### src/rtl/part_2_cs_pkg.sv
// Shared types for the part_2 co-simulation bridge: step-controller states,
// default channel geometry and the beat layout used on both sides of the link.
package part_2_cs_pkg;

   localparam int unsigned N_CH_DEF = 3;
   localparam int unsigned DW_DEF   = 9;

   typedef enum logic [1:0] {
      StIdle,
      StSend,
      StWait,
      StErr
   } state_e;

   typedef struct packed {
      logic       wen;
      logic [7:0] data;
   } beat_t;

endpackage

### src/rtl/part_2_edge_det.sv
// Registered rising-edge detector: pulse is high in the cycle where the
// sampled level is 1 and was 0 in the previous clk_i cycle.
module part_2_edge_det (
   input  logic clk_i,
   input  logic rst_ni,
   input  logic level_i,
   output logic pulse_o
);

   logic level_q;

   always_ff @(posedge clk_i or negedge rst_ni) begin
      if (!rst_ni) begin
         level_q <= 1'b0;
      end else begin
         level_q <= level_i;
      end
   end

   assign pulse_o = level_i & ~level_q;

endmodule

### src/rtl/part_2_init_ctrl.sv
// Initiator-side step controller: snapshots channel vectors on each mission
// clock edge, streams them as beats, and freezes mission clocks until the reply.
module part_2_init_ctrl
   import part_2_cs_pkg::*;
#(
   parameter int unsigned N_CH     = N_CH_DEF,
   parameter int unsigned DW       = DW_DEF,
   parameter int unsigned N_CLK    = 4,
   parameter int unsigned WDOG_MAX = 10000
) (
   input  logic               clk_i,
   input  logic               rst_ni,
   input  logic               clk_0_h,
   input  logic [N_CH*DW-1:0] ch_data_i,
   output logic               put_valid_o,
   input  logic               put_ready_i,
   output logic [1:0]         put_idx_o,
   output logic [DW-1:0]      put_data_o,
   input  logic               get_valid_i,
   output logic               get_ready_o,
   input  logic [DW-1:0]      get_data_i,
   output logic               valid_o,
   output logic [7:0]         o_data_o,
   output logic [N_CLK-1:0]   freeze_clk_o,
   output logic               busy_o,
   output logic               ovf_o,
   output logic               wdog_err_o
);

   localparam int unsigned WdogW = $clog2(WDOG_MAX + 1);
   localparam int unsigned BeatW = $bits(beat_t);

   state_e             state_q, state_d;
   logic [1:0]         idx_q, idx_d;
   logic [N_CH*DW-1:0] snap_q, snap_d;
   logic               pend_q, pend_d;
   logic               ovf_q, ovf_d;
   logic               err_q, err_d;
   logic [WdogW-1:0]   wdog_q, wdog_d;
   logic               valid_q, valid_d;
   logic [7:0]         odata_q, odata_d;

   logic               clk_0_edge;
   logic [DW-1:0]      cur_beat;
   beat_t              rsp;

   part_2_edge_det u_edge_det (
      .clk_i   (clk_i),
      .rst_ni  (rst_ni),
      .level_i (clk_0_h),
      .pulse_o (clk_0_edge)
   );

   assign rsp = beat_t'(get_data_i[BeatW-1:0]);

   always_comb begin
      cur_beat = '0;
      for (int unsigned k = 0; k < N_CH; k++) begin
         if (idx_q == 2'(k)) begin
            cur_beat = snap_q[k*DW +: DW];
         end
      end
   end

   always_comb begin
      state_d = state_q;
      idx_d   = idx_q;
      snap_d  = snap_q;
      pend_d  = pend_q;
      ovf_d   = ovf_q;
      err_d   = err_q;
      wdog_d  = wdog_q;
      valid_d = 1'b0;
      odata_d = odata_q;

      // At most one edge can be queued; a second one is lost and flagged.
      if (clk_0_edge && pend_q && (state_q != StErr)) begin
         ovf_d = 1'b1;
      end

      unique case (state_q)
         StIdle: begin
            if (clk_0_edge || pend_q) begin
               snap_d  = ch_data_i;
               idx_d   = '0;
               pend_d  = 1'b0;
               state_d = StSend;
            end
         end
         StSend: begin
            if (clk_0_edge && !pend_q) begin
               pend_d = 1'b1;
            end
            if (put_ready_i) begin
               if (idx_q == 2'(N_CH - 1)) begin
                  wdog_d  = '0;
                  state_d = StWait;
               end else begin
                  idx_d = idx_q + 2'd1;
               end
            end
         end
         StWait: begin
            if (clk_0_edge && !pend_q) begin
               pend_d = 1'b1;
            end
            // A reply in the final allowed cycle still beats the watchdog.
            if (get_valid_i) begin
               odata_d = rsp.data;
               valid_d = rsp.wen;
               state_d = StIdle;
            end else if (wdog_q == WdogW'(WDOG_MAX - 1)) begin
               err_d   = 1'b1;
               state_d = StErr;
            end else begin
               wdog_d = wdog_q + WdogW'(1);
            end
         end
         StErr: begin
            state_d = StErr;
         end
         default: begin
            state_d = StIdle;
         end
      endcase
   end

   always_ff @(posedge clk_i or negedge rst_ni) begin
      if (!rst_ni) begin
         state_q <= StIdle;
         idx_q   <= '0;
         snap_q  <= '0;
         pend_q  <= 1'b0;
         ovf_q   <= 1'b0;
         err_q   <= 1'b0;
         wdog_q  <= '0;
         valid_q <= 1'b0;
         odata_q <= '0;
      end else begin
         state_q <= state_d;
         idx_q   <= idx_d;
         snap_q  <= snap_d;
         pend_q  <= pend_d;
         ovf_q   <= ovf_d;
         err_q   <= err_d;
         wdog_q  <= wdog_d;
         valid_q <= valid_d;
         odata_q <= odata_d;
      end
   end

   always_comb begin
      put_valid_o  = (state_q == StSend);
      put_idx_o    = put_valid_o ? idx_q : 2'd0;
      put_data_o   = put_valid_o ? cur_beat : '0;
      get_ready_o  = (state_q == StWait);
      freeze_clk_o = (state_q == StIdle) ? '0 : '1;
      busy_o       = (state_q == StSend) || (state_q == StWait);
   end

   assign valid_o    = valid_q;
   assign o_data_o   = odata_q;
   assign ovf_o      = ovf_q;
   assign wdog_err_o = err_q;

endmodule
### config.mk
export PLATFORM = sky130hd
export DESIGN_NAME = part_2_init_ctrl
export DESIGN_NICKNAME = d
export VERILOG_FILES = /design/src/rtl/part_2_cs_pkg.sv /design/src/rtl/part_2_edge_det.sv /design/src/rtl/part_2_init_ctrl.sv
export SDC_FILE = /design/constraint.sdc
export NUM_CORES = 1
export LEC_CHECK = 0
export CORE_AREA = 2 2 63 89
export CTS_BUF_LIST = sky130_fd_sc_hd__clkbuf_4 sky130_fd_sc_hd__clkbuf_8
export DETAILED_ROUTE_END_ITERATION = 6
export DIE_AREA = 0 0 65 91
export DONT_BUFFER_PORTS = 1
export GPL_TIMING_DRIVEN = 1
export MAX_ROUTING_LAYER = met4
export PLACE_DENSITY = 0.84
export SLEW_MARGIN = 20
export SYNTH_ARGS = -nofsm -noshare
export SYNTH_HDL_FRONTEND = slang
export SYNTH_HIERARCHICAL = 1
export SYNTH_SLANG_ARGS = --single-unit
### constraint.sdc
create_clock -name clk_i -period 2.2 [get_ports clk_i]
set_clock_uncertainty 0.15 [all_clocks]
set_input_delay 0 -clock clk_i [delete_from_list [all_inputs] [get_ports clk_i]]
set_output_delay 0 -clock clk_i [all_outputs]
set_load 0.01 [all_outputs]
==> results by group <==
Placement
  – GPL Wtd Cong: about 0.85
  – Number of port buffers: 0
  – HPWL after DPL: ~4.5 mm
  – DP Area: just over 3000 sq um
  – Placed Cells: ~330

Clocking
  – Clock Tree Buf Depth: 2
  – H-Tree Depth: 3
  – Clock transition at path regs: 0.08 ns
  – CTS tree: yes
  – Total clock sinks: 58
  – Worst-skew pair later-pin latency: approximately 0.34 ns
  – Root Buffer: clkbuf_8
  – Number of buffers created by CTS: 9

Yosys
  – XOR/XNOR share of the synthesized area: 0%
  – Post-Synth Adder-Cell Area: 3.40%
  – Syn Nets: 314
  – Post-synth EDFFs: 0
  – Mapped Cells: between 200 and 300
  – Netlist Area Pre-Place: roughly 2900 sq um
  – Largest family of logic cells by synthesized area: simple AND/OR/NAND/NOR gates
  – #FFs+latches synth: 58
  – Post-synthesis sequential area ratio: slightly below 50%
  – Synth warn: 6
  – Synth Area in Simple Gates: between 10% and 20%
  – Share of synthesized registers carrying an async set or reset: 100%
  – Syn_area_per_cell: approximately 11 sq um
  – Multiplexer share of the synthesized area: 14.1%
  – Yosys cell types: between 40 and 50
  – Main synth FF type: dfrtp_1
  – Compound-Gate Fraction of Synth Area: a little over an eighth

Global route
  – All-Layer GR Usage: about a third
  – Total grt overflow: 0
  – Largest net degree at the start of global routing: slightly below 60
  – Top Usage Layer GRT: met2
  – Vias in the first global route: ~2600
  – Met3 Track Usage GR: 6.57%
  – Grt met1 use: between 30% and 40%
  – Routing usage on met2: between 50% and 60%
  – Initial antenna violation count: 0
  – First-pass GRT wire length: 13.5 mm

STA
  – Fmax: between 400 and 500 MHz
  – Final setup fails: 0
  – Tightest Pin Transition: 0.541 ns
  – Total negative slack: 0 ns
  – Max Transition Viols Final: 0
  – Slew headroom: a little under two thirds
  – Crit share post-route: between 90% and 100%
  – Fin crit period: between 2 and 2.5 ns
  – Final hold violation count: 0

Die
  – Vert. Die Dim: about 91 um
  – Initial core utilization: 57.9%
  – Num rows: 31
  – IO Pins: 70
  – Die span in x: approximately 65 um
  – Die ar.: ~5900 sq um
  – Core ar.: around 5100 sq um

Finish
  – Share of cells above drive strength 1: a little over a quarter
  – Final instance area: between 3000 and 4000 sq um
  – Commonest non-fill, non-tap cells in the layout: 57 x dfrtp_1, 40 x dlygate4sd3_1, 36 x mux2_2, 21 x nand2_1, 19 x a21oi_1
  – Fin nets: 368
  – Commonest non-fill, non-tap cell in the layout: dfrtp_1
  – Area Growth Syn to Fin: 29.3%
  – Post-route insts no fill: a little under 400
  – Antenna cells: 0

Route
  – Via density: approximately 6.5
  – Initial DRC count: 264
  – Post-Route WL: slightly above 9 mm
  – Initial DRT Pass Iterations: 4
  – Routed vias: approximately 2500
  – DRT antenna net count: 0
  – Remaining DRCs: 0
  – Wire length per cell: 23.7 um

Power
  – Pwr Density: 1390 nW/um^2
  – Maximum vdd drop: about 0.00085 V
  – Leakage Power: 0.00164 uW

Setup path
  – WS Path Type: register to register
  – CP Max Fanout: 11
  – Worst path slowest cell: or4b_4
  – Critical path launch point type: register
  – Cell Chain, Critical Path: or4b_4 > o41ai_4 > buf_4 > nor2_4 > a221o_1
  – CP peak stage delay: around 0.54 ns
  – WP buf/inv: 1
  – Worst EP required: ~2.3 ns
  – Family with the most delay on the worst path: compound AO/OA/AOI/OAI gates
  – Worst Setup End Kind: register
  – Worst EP arrival: 2.27 ns

Worst hold path
  – Hold Crit Class: input pin to register

Flow run
  – Max_cap viols: 0

Run status
  – Status: finished clean
==> path summary, 6_finish.rpt <==
path	start	to	slack, ns	depth (start not counted)
worst max-delay path	wdog_q[7]$_DFFE_PN0P_	wdog_q[5]$_DFFE_PN0P_	0.007	5
worst min-delay path	get_valid_i	o_data_o[3]$_DFFE_PN0P_	0.03	2
worst max register to register	wdog_q[7]$_DFFE_PN0P_	wdog_q[5]$_DFFE_PN0P_	0.007	5
worst min register to register	snap_q[15]$_DFFE_PN0P_	snap_q[15]$_DFFE_PN0P_	0.37	1
max in group asynchronous	rst_ni	wdog_q[7]$_DFFE_PN0P_	1.57	2
min in group asynchronous	rst_ni	snap_q[5]$_DFFE_PN0P_	0.08	2
==> registers in the layout (all words and copies together) (netlist names) <==
signal / flops
snap_q: 27
wdog_q: 14
o_data_o: 8
idx_q: 2
state_q: 2
ovf_o: 1
pend_q: 1
u_edge_det/level_q: 1
valid_o: 1
wdog_err_o: 1
==> per-stage QoR <==
step	utilization [%]	worst slack, ns	power (uW)	hold slack, ns
floorplan	-	0.0987	3190	-0.446
global placement	60.1	0.132	3460	-0.444
detailed placement	60.1	0.0751	3580	-0.444
CTS	73.4	0.0419	4910	0.0288
global route	74.9	-0.0479	5520	0.0547
finish	74.9	0.00742	5290	0.0284
==> power breakdown <==
group	switching [uW]	internal, uW	leakage (uW)
Sequential	371	1460	0.000716
Clock	483	762	0.000124
Combinational	1270	940	0.000800
==> cell families (layout without fill, tap and decap cells) <==
logic type / count (synthesis) / count (layout)
DFF: 58 / 58
buffers and inverters: 24 / 83
AOI/OAI and AO/OA: 53 / 53
muxes: 37 / 37
adders and majority gates: 8 / 8
and+or+nand+nor: 85 / 85
==> repair_timing <==
| item | 4_1_cts | 5_1_grt |
|---|---|---|
| hold buffers | 41 | 0 |
| buffers inserted | 0 | 4 |
| gates resized for setup | 0 | 10 |
| endpoints found under the setup margin | 0 | 19 |
| endpoints found under the hold margin | 105 | 0 |
==> synthesized netlist by cell type (all sizes together), types with 7 or more instances <==
master  instances  area, sq um
nand2          21         78.8
nor3            8         40.0
mux2           36          405
a21oi          19         95.1
dfrtp          58         1450
clkbuf          7         26.3
nand3b          9         67.6
buf             7         53.8
nor2           14         55.1
ha              8          100
a221o           9         90.1
inv            10         37.5
==> area by class of cell <==
cell class / count / area, sq um
sequential: 58 / 1450
multi-input combinational: 183 / 1430
fill: 270 / 1270
timing repair buffer: 57 / 561
clock inverter: 7 / 125
clock buffer: 9 / 124
tap: 66 / 82.6
inverter: 10 / 37.5
==> metal layers <==
layer,routed length [um],part of all wire [%],up-vias
met4,540,5.8,0
met5,0,0,-
li1,-,-,1083
met3,577,6.2,46
met2,4760,51,161
met1,3370,36,1254
==> worst register-to-register path, stage by stage (launching register included) <==
cell	delay, ns
dfrtp_2	0.43
or4b_4	0.54
o41ai_4	0.36
buf_4	0.19
nor2_4	0.07
a221o_1	0.34
Power figures use the tool's default switching activity.
